--- src/rtl/handshake_pkg.sv ---
// handshake_pkg: shared bus defaults, width helper and packed FIFO entry type
package handshake_pkg;
  localparam int BUS_WIDTH = 8;
  localparam int PACK_DEFAULT = 4;
  function automatic int clog2(input int v);
    int r;
    r = 0;
    while ((1 << r) < v) r++;
    return r;
  endfunction
  typedef struct packed {
    logic [BUS_WIDTH*PACK_DEFAULT-1:0] data;
    logic [clog2(PACK_DEFAULT):0]      count;
  } entry_t;
endpackage

--- src/rtl/sync_fifo.sv ---
// sync_fifo: single-clock FIFO with full/empty flags and occupancy count
// Ports: clk_i/rst_i (async high), push_i/wdata_i write, pop_i read,
//        rdata_o head entry, full_o/empty_o flags, count_o occupancy.
module sync_fifo import handshake_pkg::*; #(
  parameter int DEPTH = 4,
  parameter int WIDTH = 8
) (
  input  logic                     clk_i,
  input  logic                     rst_i,
  input  logic                     push_i,
  input  logic                     pop_i,
  input  logic [WIDTH-1:0]         wdata_i,
  output logic [WIDTH-1:0]         rdata_o,
  output logic                     full_o,
  output logic                     empty_o,
  output logic [clog2(DEPTH):0]    count_o
);
  localparam int AW = clog2(DEPTH);
  localparam int CW = AW + 1;
  logic [WIDTH-1:0] mem_q [DEPTH];
  logic [AW-1:0] wptr_q, rptr_q;
  logic [CW-1:0] cnt_q, cnt_d;
  logic do_push, do_pop;
  assign full_o  = cnt_q == CW'(DEPTH);
  assign empty_o = cnt_q == '0;
  assign count_o = cnt_q;
  assign rdata_o = mem_q[rptr_q];
  // a pop frees the slot, so a push into a full FIFO succeeds when paired with one
  always_comb begin
    do_pop  = pop_i && !empty_o;
    do_push = push_i && (!full_o || do_pop);
    cnt_d   = cnt_q + CW'(do_push) - CW'(do_pop);
  end
  always_ff @(posedge clk_i or posedge rst_i) begin
    if (rst_i) begin
      for (int i = 0; i < DEPTH; i++) mem_q[i] <= '0;
      wptr_q <= '0;
      rptr_q <= '0;
      cnt_q  <= '0;
    end else begin
      if (do_push) mem_q[wptr_q] <= wdata_i;
      wptr_q <= do_push ? wptr_q + 1'b1 : wptr_q;
      rptr_q <= do_pop ? rptr_q + 1'b1 : rptr_q;
      cnt_q  <= cnt_d;
    end
  end
endmodule

--- src/rtl/rx_word_packer.sv ---
// rx_word_packer: packs PACK strobed narrow words into wide words buffered in a FIFO
// Ports: clk_rx/rst_rx (async high); in_data/in_valid narrow input strobe;
//        flush emits a partial word; out_data/out_count/out_valid/out_ready
//        FIFO head handshake; overflow sticky drop flag, clr_overflow clears it.
module rx_word_packer import handshake_pkg::*; #(
  parameter int BUS_WIDTH = handshake_pkg::BUS_WIDTH,
  parameter int PACK      = PACK_DEFAULT,
  parameter int DEPTH     = 4
) (
  input  logic                      clk_rx,
  input  logic                      rst_rx,
  input  logic [BUS_WIDTH-1:0]      in_data,
  input  logic                      in_valid,
  input  logic                      flush,
  output logic [BUS_WIDTH*PACK-1:0] out_data,
  output logic [clog2(PACK):0]      out_count,
  output logic                      out_valid,
  input  logic                      out_ready,
  output logic                      overflow,
  input  logic                      clr_overflow
);
  localparam int LW = clog2(PACK);
  localparam int CW = LW + 1;
  localparam int DW = BUS_WIDTH * PACK;
  localparam int OW = clog2(DEPTH) + 1;
  logic [DW-1:0] pack_q, pack_d, word;
  logic [LW-1:0] lane_q, lane_d;
  logic [CW-1:0] cnt;
  logic [OW-1:0] occ;
  logic overflow_q, overflow_d;
  logic emit, pop, full, empty, drop;
  assign out_valid = !empty;
  assign overflow  = overflow_q;
  // unused lanes of pack_q stay zero because it is cleared on every emit
  always_comb begin
    word = pack_q;
    for (int l = 0; l < PACK; l++)
      if (in_valid && lane_q == LW'(l)) word[l*BUS_WIDTH +: BUS_WIDTH] = in_data;
    emit       = (in_valid && lane_q == LW'(PACK-1)) || (flush && (in_valid || lane_q != '0));
    cnt        = CW'(lane_q) + CW'(in_valid);
    lane_d     = emit ? '0 : in_valid ? lane_q + 1'b1 : lane_q;
    pack_d     = emit ? '0 : word;
    pop        = out_valid && out_ready;
    drop       = emit && full && !pop;
    overflow_d = drop || (overflow_q && !clr_overflow);
  end
  always_ff @(posedge clk_rx or posedge rst_rx) begin
    if (rst_rx) begin
      pack_q     <= '0;
      lane_q     <= '0;
      overflow_q <= 1'b0;
    end else begin
      pack_q     <= pack_d;
      lane_q     <= lane_d;
      overflow_q <= overflow_d;
    end
  end
  sync_fifo #(.DEPTH(DEPTH), .WIDTH(DW + CW)) u_fifo (
    .clk_i   (clk_rx),
    .rst_i   (rst_rx),
    .push_i  (emit),
    .pop_i   (pop),
    .wdata_i ({word, cnt}),
    .rdata_o ({out_data, out_count}),
    .full_o  (full),
    .empty_o (empty),
    .count_o (occ)
  );
  assert property (@(posedge clk_rx) disable iff (rst_rx) occ <= OW'(DEPTH));
endmodule

--- config.mk ---
export PLATFORM = sky130hd
export DESIGN_NAME = rx_word_packer
export DESIGN_NICKNAME = d
export VERILOG_FILES = /design/src/rtl/handshake_pkg.sv /design/src/rtl/sync_fifo.sv /design/src/rtl/rx_word_packer.sv
export SDC_FILE = /design/constraint.sdc
export NUM_CORES = 1
export LEC_CHECK = 0
export CAP_MARGIN = 20
export CORE_UTILIZATION = 64
export DETAILED_ROUTE_END_ITERATION = 10
export PLACE_DENSITY = 0.86
export SYNTH_ARGS = -nofsm -noshare
export SYNTH_HDL_FRONTEND = slang
export SYNTH_HIERARCHICAL = 1
export SYNTH_SLANG_ARGS = --single-unit
--- constraint.sdc ---
create_clock -name clk_rx -period 11.6 [get_ports clk_rx]
set_input_delay 1.16 -clock clk_rx [delete_from_list [all_inputs] [get_ports clk_rx]]
set_output_delay 1.16 -clock clk_rx [all_outputs]
set_load 0.02 [all_outputs]
==> flow_summary.yaml, run 1 <==
status:
  outcome: "complete, no violations"
final_layout:
  fin_cells: 742
  syn_to_final_growth_pct: 13.5
  design_area_um2: 9720
  multiInputGateArea_um2: 3740
  drive_above_1_share: 0.460
  n_fill_cell: 758
  finalNetCount: 584
  antenna_cells: 0
  register_area_um2: 4560
grt:
  grt_pass1_vias: 4964
  grt_max_degree: 77
  grt_use_met3: 0.0504
  gr-usage-met1: 0.367
  grtUsageMet2: 0.433
  busiest_layer: "met2"
  grt_antenna_before_repair: 0
  grt.overflow.total: 0
  grt_pass1_wl_um: 27700
  grt_usage: 0.263
sta:
  final-setup-viol-count: 0
  hold_violations: 0
  maxSlewViolCount: 0
  slew_headroom: 0.323
  tightest_slew_ps: 1020
  finalCritPeriodShare: 0.360
  fin_skew_ps: 8.96
  rsz0062_at_grt: "false"
  max_clock_freq_ghz: 0.240
  period_needed_ps: 4170
  tns_ps: 0
setup_path:
  cp-endpoint: "out_count[0]"
  required_ps: 10440
  cp_top_family: "flip-flops"
  start_kind: "register"
  cp_num_buf_inv: 2
  worstSetupEndpointType: "primary output"
  cpPeakStageDelay_ps: 1010
  crit_start: "u_fifo/rptr_q[1]$_DFFE_PP0P_"
  cp_data_arrival_time_ps: 3010
  cp_slowest_cell: "dfrtp_1"
  cp_cell_sequence: "buf_4 -> mux4_2 -> clkdlybuf4s50_1"
  ff2ff_path_depth: 7
  crit_type: "reg2out"
  r2r_end: "u_fifo/mem_q[82]$_DFFE_PP0P_"
  crit_fanout: 20
  r2r-start: "lane_q[0]$_DFFE_PP0P_"
  cp_num_cells: 3
  rrSetupSlack_ps: 8310
place:
  dpl_cell_area_um2: 9130
  dp.cells: 709
  gp_congestion: 0.767
  dp_hpwl_um: 10400
  port_buffers: 50
clock_tree:
  cts_tree: "done"
  post_cts_buffers: 0
  htreeDepth: 4
  numCtsBuffers: 17
  cts_hold_buf: 0
  path_clk_slew_ps: 70
  numClockSinks: 182
  cts_root_buffer: "clkbuf_16"
  clockBufferDepth: 2
  post_cts_resized: 0
  clkLatencyLatePin_ps: 420
synthesis:
  yosys.area.top_type: "dfrtp_1"
  yosys_most_used_dff: "dfrtp_1"
  syn_inst: 507
  yosysTopAreaCellShare: 0.532
  synth_nets: 534
  yosysSeqAreaShare: 0.532
  netlist_top_cells_area: "dfrtp_1, mux2_4, mux2_2, mux4_2, buf_6"
  synth_cell_types: 27
  ys_seq_elements: 182
  synth_area_um2: 8560
  yosysMostFrequentCell: "dfrtp_1"
  async_reset_ff_frac: 1.00
  synth.avg_cell_area_um2: 16.9
  synth_edf_count: 0
  ys_top_cells_by_count: "dfrtp_1, mux2_2, mux2_4"
  yosysWarningCount: 6
drt:
  wl_per_cell_um: 22.4
  ant_nets: 0
  drt_iter0_drc: 376
  wl_um: 16600
  vias: 4483
  drtPass1Iterations: 4
  vias_per_cell: 6.04
  drc: 0
min_path:
  hold_class: "reg2reg"
floorplan:
  io_pins: 51
  fp.dieH_um: 118
  core_um2: 12800
  die_w_um: 118
  die_area_um2: 13800
  placementRows: 41
  initial_core_util: 0.668
power_and_ir_drop:
  leakage_uw: 0.00466
  irDropWorstVdd_mv: 0.152
  cellPowerDensity_nw_per_um2: 274
flow_run:
  drv_cap: 0
worst register-to-register path, cell delays in order, from the launching register on:
cell and delay, ps:
dfrtp_1 430, inv_1 90, ha_1 430, o21ai_2 540, nand2_1 190, nor2_4 610, buf_4 480, mux2_2 410
worst min path at each step:
stage          depth (start not counted)  slack (ps)                      endpoint                    startpoint
5_1_grt                                1         520  u_fifo/mem_q[43]$_DFFE_PP0P_  u_fifo/mem_q[43]$_DFFE_PP0P_
3_3_place_gp                           1         480  u_fifo/mem_q[66]$_DFFE_PP0P_  u_fifo/mem_q[66]$_DFFE_PP0P_
4_1_cts                                1         510  u_fifo/mem_q[40]$_DFFE_PP0P_  u_fifo/mem_q[40]$_DFFE_PP0P_
3_5_place_dp                           1         490  u_fifo/mem_q[55]$_DFFE_PP0P_  u_fifo/mem_q[55]$_DFFE_PP0P_
2_1_floorplan                          1         480  u_fifo/mem_q[37]$_DFFE_PP0P_  u_fifo/mem_q[37]$_DFFE_PP0P_
6_report                               1         510  u_fifo/mem_q[40]$_DFFE_PP0P_  u_fifo/mem_q[40]$_DFFE_PP0P_
flip-flops by register name, indices dropped and copies added, names as in the netlist:
| register | cells |
|---|---|
| lane_q | 2 |
| overflow | 1 |
| pack_q | 32 |
| u_fifo/count_o | 3 |
| u_fifo/mem_q | 140 |
| u_fifo/rptr_q | 2 |
| u_fifo/wptr_q | 2 |
final cells by class:
type,count,area share
Clock buffer,19,0.0456
Clock inverter,13,0.0137
Inverter,12,0.00515
Multi-Input combinational cell,285,0.385
Sequential cell,182,0.469
Tap cell,172,0.0222
Timing Repair Buffer,59,0.0592
where the power goes:
| part | switching (µW) | internal, µW |
|---|---|---|
| sequential | 158 | 848 |
| clock | 241 | 322 |
| combinational | 478 | 612 |
| total | 877 | 1780 |
layout by cell type (no fill, tap or decap), types with 2 or more instances in the layout:
cell,instances
clkinv_4,4
inv_1,10
clkdlybuf4s50_1,50
nand2_4,4
mux4_2,35
o21ai_2,2
ha_1,12
mux2_4,84
o211a_1,14
clkbuf_16,17
xnor2_1,4
nand2_1,5
clkinv_2,6
nor2b_1,20
dfrtp_1,181
bufinv_16,2
nor2_4,4
buf_4,8
nor2_1,2
xor2_1,2
mux2_2,89
metal layers:
metal / share of wire / vias up / wire length, µm
li1: - / 1939 / -
met1: 0.45 / 2462 / 7490
met2: 0.51 / 76 / 8420
met3: 0.036 / 6 / 605
met4: 0.0054 / 0 / 90
met5: 0 / - / 0
through the flow:
stage	utilization	power, µW	worst slack, ps	hold slack, ps
final	0.758	2660	7430	506
after global routing	0.758	2790	7360	518
after CTS	0.756	2680	7200	506
after detailed placement	0.712	2100	6810	488
after global placement	0.712	2060	6980	483
after floorplan	-	1800	6490	475
cells by family (layout without fill, tap and decap cells):
group / after synthesis / count (layout) / share of synthesized area
AO/OA/AOI/OAI: 18 / 18 / 0.0205
multiplexers: 209 / 209 / 0.358
AND/OR/NAND/NOR: 39 / 39 / 0.0332
buffers and inverters: 40 / 103 / 0.0308
adder cells (fa/ha/maj): 13 / 13 / 0.0199
XOR/XNOR: 6 / 6 / 0.00614
flip-flops: 182 / 182 / 0.532
Note: power is estimated with default switching activity, not from simulation.
==> run 2, diff against run 1 <==
--- a/config.mk
+++ b/config.mk
@@ -6,9 +6,9 @@
 export NUM_CORES = 1
 export LEC_CHECK = 0
 export CAP_MARGIN = 20
-export CORE_UTILIZATION = 64
+export CORE_UTILIZATION = 54
 export DETAILED_ROUTE_END_ITERATION = 10
-export PLACE_DENSITY = 0.86
+export PLACE_DENSITY = 0.77
 export SYNTH_ARGS = -nofsm -noshare
 export SYNTH_HDL_FRONTEND = slang
 export SYNTH_HIERARCHICAL = 1
==> constraint.sdc (replaced) <==
create_clock -name clk_rx -period 3.43 [get_ports clk_rx]
set_input_delay 0.343 -clock clk_rx [delete_from_list [all_inputs] [get_ports clk_rx]]
set_output_delay 0.343 -clock clk_rx [all_outputs]
set_load 0.02 [all_outputs]
==> run 2 against run 1 <==
Compared with the run above:
- critical path depth rose by 7
- highest routed layer unchanged
- utilization fell by 10 points
- register-to-register slack got worse by 7900 ps
- power rose to 3.5 times the previous value
- largest cell class unchanged
- critical path type is now reg2reg
- sequential share of layout area fell by 1.3 points
==> flow_summary.yaml, run 2 (synthesis gave the netlist of run 1 again) <==
status:
  outcome: "complete, no violations"
drt:
  wl_um: 17100
  wl_per_cell_um: 21.7
  drc: 0
  ant_nets: 0
  vias_per_cell: 5.73
  vias: 4521
  drtPass1Iterations: 4
  drt_iter0_drc: 277
sta:
  hold_violations: 0
  fin_skew_ps: 7.14
  max_clock_freq_ghz: 0.336
  tightest_slew_ps: 796
  maxSlewViolCount: 0
  rsz0062_at_grt: "false"
  fin_hold_ws_ps: 443
  period_needed_ps: 2980
  final-setup-viol-count: 0
  slew_headroom: 0.470
  tns_ps: 0
  setup_ws_ps: 451
  finalCritPeriodShare: 0.868
clock_tree:
  cts_tree: "done"
  clockBufferDepth: 2
  path_clk_slew_ps: 70
  htreeDepth: 4
  cts_root_buffer: "clkbuf_16"
  cts_hold_buf: 0
  post_cts_buffers: 0
  numCtsBuffers: 17
  clkLatencyLatePin_ps: 430
  post_cts_resized: 0
  numClockSinks: 182
place:
  dp.cells: 757
  port_buffers: 50
  gp_congestion: 0.726
  dp_hpwl_um: 11000
  dp_slack_ps: 394
final_layout:
  multiInputGateArea_um2: 3740
  regMostFlops: "u_fifo/mem_q"
  antenna_cells: 0
  n_fill_cell: 1039
  largest_reg_flops: 140
  fin_cells: 789
  register_area_um2: 4560
  finalNetCount: 592
  drive_above_1_share: 0.469
  syn_to_final_growth_pct: 16.8
  final_cell_mix: "dfrtp_1, mux2_2, mux2_4"
  final_common_cell: "dfrtp_1"
grt:
  grt_max_degree: 148
  grt_usage: 0.230
  grt_pass1_wl_um: 28000
  grt.overflow.total: 0
  grt_pass1_vias: 4957
  grt_antenna_before_repair: 0
flow_run:
  drv_cap: 0
setup_path:
  start_kind: "register"
  critPathMostFrequentCell: "ha_1"
  crit_fanout: 6
  rrSetupSlack_ps: 450
  crit_type: "reg2reg"
  cp_data_arrival_time_ps: 3290
  cpPeakStageDelay_ps: 610
  required_ps: 3740
  cp_slowest_cell: "nor4b_4"
  cp_cell_sequence: "nor3_1 -> nor2b_1 -> nor4b_4 -> nand2b_1 -> ha_1 -> inv_1 -> ha_1 -> fa_1 -> xor2_1 -> xnor2_1"
  worstSetupEndpointType: "register"
floorplan:
  die_w_um: 128
  placementRows: 45
  io_pins: 51
  fp.dieH_um: 128
  die_area_um2: 16400
  core_um2: 15300
  initial_core_util: 0.559
power_and_ir_drop:
  power_uw: 9390
  leakage_uw: 0.00475
  cellPowerDensity_nw_per_um2: 939
  irDropWorstVdd_mv: 0.472
min_path:
  hold_class: "in2async"
## run 2: changes by cell type in the layout (fill, tap and decap cells not counted)
cell / previous run / this run
buf_12: 0 / 8
clkinv_2: 6 / 2
bufinv_16: 2 / 5
clkinv_4: 4 / 2
clkinvlp_4: 1 / 3
buf_4: 8 / 9
buf_8: 1 / 0
clkbuf_1: 1 / 0
inv_6: 1 / 2
inv_8: 0 / 1
## run 2: layout make-up
class,count,share of cell area
sequential,182,0.456
clock inverter,14,0.0221
multi-input combinational,285,0.374
clock buffer,18,0.0439
timing repair buffer,67,0.0728
inverter,12,0.00488
tap,211,0.0264
## run 2: report_power, final
group          leakage, µW  internal (µW)  switching, µW
Sequential         0.00244           2870            424
Combinational      0.00200           2180           1760
Clock             0.000319           1320            841
## run 2: metal layers
layer	routed length, µm	share of wire	GRT usage	up-vias
li1	-	-	-	1952
met1	7910	0.46	0.323	2470
met2	8490	0.50	0.364	80
met3	504	0.029	0.0472	19
met4	220	0.013	0.0699	0
met5	0	0	0	-
## run 2: worst paths after layout
kind,from,endpoint,cells past startpoint
max,u_fifo/count_o[1]$_DFF_PP0_,u_fifo/count_o[2]$_DFF_PP0_,10
min,rst_rx,pack_q[16]$_DFF_PP0_,3
max reg2reg,u_fifo/count_o[1]$_DFF_PP0_,u_fifo/count_o[2]$_DFF_PP0_,10
min reg2reg,u_fifo/mem_q[12]$_DFFE_PP0P_,u_fifo/mem_q[12]$_DFFE_PP0P_,1
max in group asynchronous,rst_rx,u_fifo/rptr_q[0]$_DFFE_PP0P_,3
min in group clk_rx,u_fifo/mem_q[12]$_DFFE_PP0P_,u_fifo/mem_q[12]$_DFFE_PP0P_,1
## run 2: worst max-delay path, delay by kind of cell, from the launching register on
family	cells	cell delay, ps
buffers and inverters	1	40
XOR/XNOR	2	340
adder cells (fa/ha/maj)	3	740
flip-flops	1	460
AND/OR/NAND/NOR	4	1280
## run 2: stage by stage
stage / area (µm²) / utilization
floorplan: 8570 / -
detailed placement: 9340 / 0.610
CTS: 10000 / 0.653
finish: 10000 / 0.653
global placement: 9340 / 0.610
global route: 10000 / 0.653
==> run 3, diff against run 2 <==
--- a/config.mk
+++ b/config.mk
@@ -9,6 +9,7 @@
 export CORE_UTILIZATION = 54
 export DETAILED_ROUTE_END_ITERATION = 10
 export PLACE_DENSITY = 0.77
+export REMOVE_ABC_BUFFERS = 1
 export SYNTH_ARGS = -nofsm -noshare
 export SYNTH_HDL_FRONTEND = slang
 export SYNTH_HIERARCHICAL = 1
==> run 3 against run 2 <==
Compared with the run above:
- combinational power is 1% lower
- highest routed layer unchanged
- clock power is 9.7% lower
- die area stayed put
- non-clock buffer count is 5 higher
==> flow_summary.yaml, run 3 (synthesis gave the netlist of run 1 again) <==
clock_tree:
  post_cts_resized: 0
  path_clk_slew_ps: 60
  numClockSinks: 182
  cts_root_buffer: "clkbuf_16"
  htreeDepth: 4
  post_cts_buffers: 0
  numCtsBuffers: 17
  cts_hold_buf: 0
  clkLatencyLatePin_ps: 420
  cts_tree: "done"
  clockBufferDepth: 2
drt:
  drc: 0
  drtPass1Iterations: 5
  vias: 4545
  wl_um: 17100
  route.met2.wl_um: 8520
  top_layer: "met4"
  ant_nets: 0
  wl_per_cell_um: 21.5
  met3WireLength_um: 553
  drt_iter0_drc: 264
  drt-met1-wl_um: 7790
  vias_per_cell: 5.72
sta:
  rsz0062_at_grt: "false"
  fin_hold_ws_ps: 444
  max_clock_freq_ghz: 0.338
  final-setup-viol-count: 0
  period_needed_ps: 2950
  fin_skew_ps: 7.94
  tightest_slew_ps: 891
  finalCritPeriodShare: 0.861
  maxSlewViolCount: 0
  slew_headroom: 0.405
  tns_ps: 0
  hold_violations: 0
setup_path:
  required_ps: 3740
  crit_start: "u_fifo/count_o[1]$_DFF_PP0_"
  ff2ff_path_depth: 10
  cp-endpoint: "u_fifo/count_o[2]$_DFF_PP0_"
  crit_fanout: 6
  worstSetupEndpointType: "register"
  crit_type: "reg2reg"
  start_kind: "register"
  rrSetupSlack_ps: 480
  r2r_end: "u_fifo/count_o[2]$_DFF_PP0_"
  cp_data_arrival_time_ps: 3260
  r2r-start: "u_fifo/count_o[1]$_DFF_PP0_"
power_and_ir_drop:
  cellPowerDensity_nw_per_um2: 922
  irDropWorstVdd_mv: 0.487
  leakage_uw: 0.00474
place:
  port_buffers: 50
  dp_hpwl_um: 11000
  gp_congestion: 0.715
final_layout:
  final_cell_mix: "dfrtp_1, mux2_2, mux2_4"
  regMostFlops: "u_fifo/mem_q"
  antenna_cells: 0
  drive_above_1_share: 0.470
  finalNetCount: 597
  largest_reg_flops: 140
  n_fill_cell: 1107
  syn_to_final_growth_pct: 15.9
  final_common_cell: "dfrtp_1"
grt:
  grt_pass1_wl_um: 28000
  grt.overflow.total: 0
  grt_max_degree: 70
  grt_antenna_before_repair: 0
  grt_usage: 0.228
  grt_pass1_vias: 5060
status:
  outcome: "complete, no violations"
floorplan:
  placementRows: 45
  initial_core_util: 0.559
  die_area_um2: 16400
  fp.dieH_um: 128
  die_w_um: 128
  core_um2: 15300
  io_pins: 51
min_path:
  hold_class: "in2async"
flow_run:
  drv_cap: 0
-- run 3: worst max-delay path, stage by stage (launching register included) --
cell      delay (ps)
dfrtp_1          470
nor3_1           250
nor2b_1          140
nor4b_4          610
nand2b_1         270
ha_1             160
inv_1             40
ha_1             190
fa_1             390
xor2_1           190
xnor2_1          140
-- run 3: routing by layer --
| layer | GRT usage | up-vias |
|---|---|---|
| met3 | 0.0401 | 15 |
| met1 | 0.315 | 2485 |
| met2 | 0.371 | 83 |
| li1 | - | 1962 |
| met4 | 0.0720 | 0 |
| met5 | 0 | - |
-- run 3: stage by stage --
| stage | total power [µW] | cells | utilization | setup slack [ps] | area (µm²) |
|---|---|---|---|---|---|
| global route | 9620 | 794 | 0.648 | 296 | 9930 |
| global placement | 7070 | 762 | 0.609 | 504 | 9330 |
| finish | 9150 | 794 | 0.648 | 475 | 9930 |
| CTS | 9220 | 794 | 0.648 | 450 | 9930 |
| detailed placement | 7240 | 762 | 0.609 | 389 | 9330 |
| floorplan | 5950 | 479 | - | -864 | 8340 |
-- run 3: power by group --
part | internal (µW) | leakage (µW) | switching [µW]
combinational | 2150 | 0.00201 | 1740
sequential | 2870 | 0.00244 | 448
clock | 1170 | 0.000292 | 784
total | 6190 | 0.00474 | 2970
-- run 3: how the worst min path moves through the flow --
stage / slack (ps) / start / to / cells past startpoint
after floorplan: 480 / u_fifo/mem_q[37]$_DFFE_PP0P_ / u_fifo/mem_q[37]$_DFFE_PP0P_ / 1
after global placement: 480 / u_fifo/mem_q[50]$_DFFE_PP0P_ / u_fifo/mem_q[50]$_DFFE_PP0P_ / 1
after detailed placement: 490 / u_fifo/mem_q[79]$_DFFE_PP0P_ / u_fifo/mem_q[79]$_DFFE_PP0P_ / 1
after global routing: 500 / rst_rx / u_fifo/mem_q[97]$_DFFE_PP0P_ / 2
after CTS: 460 / rst_rx / u_fifo/mem_q[97]$_DFFE_PP0P_ / 2
final: 440 / rst_rx / u_fifo/mem_q[97]$_DFFE_PP0P_ / 2
-- run 3: layout make-up --
cell class / instances / area, µm² / share of cell area
Sequential cell: 182 / 4560 / 0.459
Multi-Input combinational cell: 285 / 3740 / 0.377
Timing Repair Buffer: 72 / 716 / 0.0721
Clock buffer: 24 / 502 / 0.0505
Tap cell: 211 / 264 / 0.0266
Clock inverter: 8 / 95.1 / 0.00958
Inverter: 12 / 50.0 / 0.00504
==> edit 1, RTL diff (config.mk and constraints of run 3) <==
`DEPTH` is set to 4 in 2 places; all go to 2.
--- a/src/rtl/sync_fifo.sv
+++ b/src/rtl/sync_fifo.sv
@@ -3,5 +3,5 @@
 //        rdata_o head entry, full_o/empty_o flags, count_o occupancy.
 module sync_fifo import handshake_pkg::*; #(
-  parameter int DEPTH = 4,
+  parameter int DEPTH = 2,
   parameter int WIDTH = 8
 ) (
--- a/src/rtl/rx_word_packer.sv
+++ b/src/rtl/rx_word_packer.sv
@@ -6,5 +6,5 @@
   parameter int BUS_WIDTH = handshake_pkg::BUS_WIDTH,
   parameter int PACK      = PACK_DEFAULT,
-  parameter int DEPTH     = 4
+  parameter int DEPTH     = 2
 ) (
   input  logic                      clk_rx,
Formal check against the unedited RTL: not equivalent (a bounded check fails within 4 cycles, from zero or initial values and one cycle with rst_rx high).
==> edit 1 against run 3 <==
- hold slack gained 0.019 ns
- combinational power shrank 37%
- sequential cell count shrank 73
- total power shrank 44%
- sequential share of layout area grew 0.49 points
- area after synthesis shrank 41%
- clock power shrank 63%
- design area shrank 41%
- routed wire length shrank 47%
- synthesized cell count shrank 34%
- clock skew grew 0.00080 ns
- register-to-register slack gained 0.58 ns
- setup slack gained 0.27 ns
==> edit 1: results <==
set metrics [dict create \
    grt_use_met3_pct 3.33 \
    met1_usage_pct 29.1 \
    crit_arrival_ns 2.34 \
    grt_pass1_vias 2973 \
    cts_made_buffers 9 \
    rr_startpoint "lane_q[0]$_DFFE_PP0P_" \
    critPathTopFamily "buffers and inverters" \
    die_y_um 99.0 \
    fin_skew_ns 0.00874 \
    place_hpwl_mm 6.04 \
    r2r_setup_slack_ns 1.06 \
    wl_per_cell_um 18.0 \
    reg2reg_depth 6 \
    endpoint "out_data[19]" \
    status "finished, final reports clean" \
    placed_area_mm2 0.00570 \
    hold_slack_ns 0.463 \
    grt_pass1_wl_mm 15.3 \
    route.met3.wl_um 263 \
    clk_pin_slew_worst_paths_ns 0.10 \
    synthAdderAreaFrac_pct 1.97 \
    grt_max_degree 39 \
    synth_cell_types 24 \
    nets 410 \
    via_per_inst 5.52 \
    muxShareOfSynthArea_pct 32.8 \
    clockRootBuffer "clkbuf_8" \
    synth_seq_area_share_pct 53.7 \
    rr_endpoint "u_fifo/mem_q[34]$_DFFE_PP0P_" \
    use_met2_pct 32.3 \
    cp_max_fo 16 \
    clkPwrFrac_pct 14.1 \
    firstDrtPassIters 7 \
    track_usage_pct 20.3 \
    ys_top_cells_by_area "dfrtp_1 (54%), mux2_2 (22%), mux2_4 (8.9%)" \
    gp_congestion 0.715 \
]
-- edit 1: changes by cell type in the layout (fill, tap and decap cells not counted), moves of 5 or more --
cell | run 3 | this run
clkbuf_8 | 5 | 10
buf_4 | 18 | 7
clkbuf_16 | 17 | 0
mux2_4 | 84 | 30
dfrtp_1 | 181 | 109
mux2_1 | 0 | 6
mux4_2 | 35 | 0
mux2_2 | 89 | 101
-- edit 1: final cells by class --
type                    instances  area, µm²  area share (%)
flip-flops and latches        109       2730            46.4
multi-input cells             201       2210            37.5
repair buffers                 59        593            10.1
well taps                     111        139            2.36
clock buffers                  10        138            2.34
clock inverters                 6       46.3           0.787
inverters                       8       30.0           0.511
-- edit 1: through the flow --
stage | setup WS [ns] | cells | utilization [%]
final | 0.743 | 504 | 64.3
after global routing | 0.626 | 504 | 64.3
after CTS | 0.725 | 504 | 64.3
after detailed placement | 0.919 | 488 | 62.2
after global placement | 0.950 | 488 | 62.2
after floorplan | 0.693 | 318 | -
==> edit 2, RTL diff (settings of run 3) <==
Made on the original files. Make the reset (`rst_i` and `rst_rx`) synchronous in 2 clocked blocks. Comments in the files are not updated.
--- a/src/rtl/sync_fifo.sv
+++ b/src/rtl/sync_fifo.sv
@@ -32,5 +32,5 @@
     cnt_d   = cnt_q + CW'(do_push) - CW'(do_pop);
   end
-  always_ff @(posedge clk_i or posedge rst_i) begin
+  always_ff @(posedge clk_i) begin
     if (rst_i) begin
       for (int i = 0; i < DEPTH; i++) mem_q[i] <= '0;
--- a/src/rtl/rx_word_packer.sv
+++ b/src/rtl/rx_word_packer.sv
@@ -45,5 +45,5 @@
     overflow_d = drop || (overflow_q && !clr_overflow);
   end
-  always_ff @(posedge clk_rx or posedge rst_rx) begin
+  always_ff @(posedge clk_rx) begin
     if (rst_rx) begin
       pack_q     <= '0;
Formal check against the unedited RTL: differs if rst_rx is asserted again (counterexample within 4 cycles, from zero or initial values and one cycle with rst_rx high); with rst_rx held inactive, the same outputs for 4 cycles.
==> edit 2 against run 3 <==
- area after synthesis fell by 1.8%
- routed wire length fell by 9.6%
- sequential cell count rose by 2
- highest routed layer unchanged
- design area fell by 2.8%
- setup slack got worse by 0.20 ns
- global-route usage fell by 2.0 points
Power is not compared: it rests on default switching activity, and its combinational part moved more than twofold at a synthesized area within 25%.
==> edit 2: results <==
set metrics [dict create \
    placed_area_mm2 0.00909 \
    multi_input_area_mm2 0.00310 \
    cp_max_fo 7 \
    inverters 6 \
    r2r_setup_slack_ns 0.28 \
    clock_area_share_pct 5.81 \
    bufAreaShareNonClock_pct 6.69 \
    place_hpwl_mm 9.02 \
    hold_slack_ns 0.542 \
    grt_pass1_vias 4379 \
    n_fill_cell 1106 \
    async_flop_share_pct 0 \
    buffers 66 \
    ys_ff_latch 184 \
    synth_cell_types 36 \
    instances_no_fill 773 \
    startpoint "u_fifo/count_o[1]$_SDFF_PP0_" \
    synth_ff_type "edfxtp_1" \
    nets 594 \
    gp_congestion 0.777 \
    endpoint "u_fifo/count_o[2]$_SDFF_PP0_" \
    synth_edf_count 140 \
    status "finished, final reports clean" \
    synth_common_cells "and2_1 (140), edfxtp_1 (140), dfxtp_1 (44)" \
    syn_inst 513 \
    n_clock_buffer 29 \
    crit_arrival_ns 3.46 \
    drive_above_1_share_pct 25.8 \
    sh_seq_area_pct 52.7 \
    slowest_delay_ns 0.70 \
]
[edit 2: layer usage]
| layer | up-vias | global-route usage, % | routed length, µm |
|---|---|---|---|
| met5 | - | 0 | 0 |
| met4 | 0 | 7.77 | 223 |
| met3 | 21 | 4.56 | 664 |
| met2 | 110 | 35.1 | 7900 |
| met1 | 2110 | 26.8 | 6630 |
| li1 | 1962 | - | - |
[edit 2: logic make-up after synthesis]
kind of cell	Yosys count	synth area share [%]
AOI/OAI and AO/OA	8	0.714
xor gates and xnor gates	5	0.521
muxes	70	15.1
buffers and inverters	32	3.01
adders and majority gates	8	1.28
and+or+nand+nor	206	18.9
DFF	184	60.5
[edit 2: power groups by stage]
stage	combinational (µW)	sequential (µW)	clock (µW)
after global placement	1060	2670	0
after global routing	1140	2650	1980
final	1070	2630	1870
after CTS	1080	2640	1890
after floorplan	625	2700	0
after detailed placement	1080	2680	0
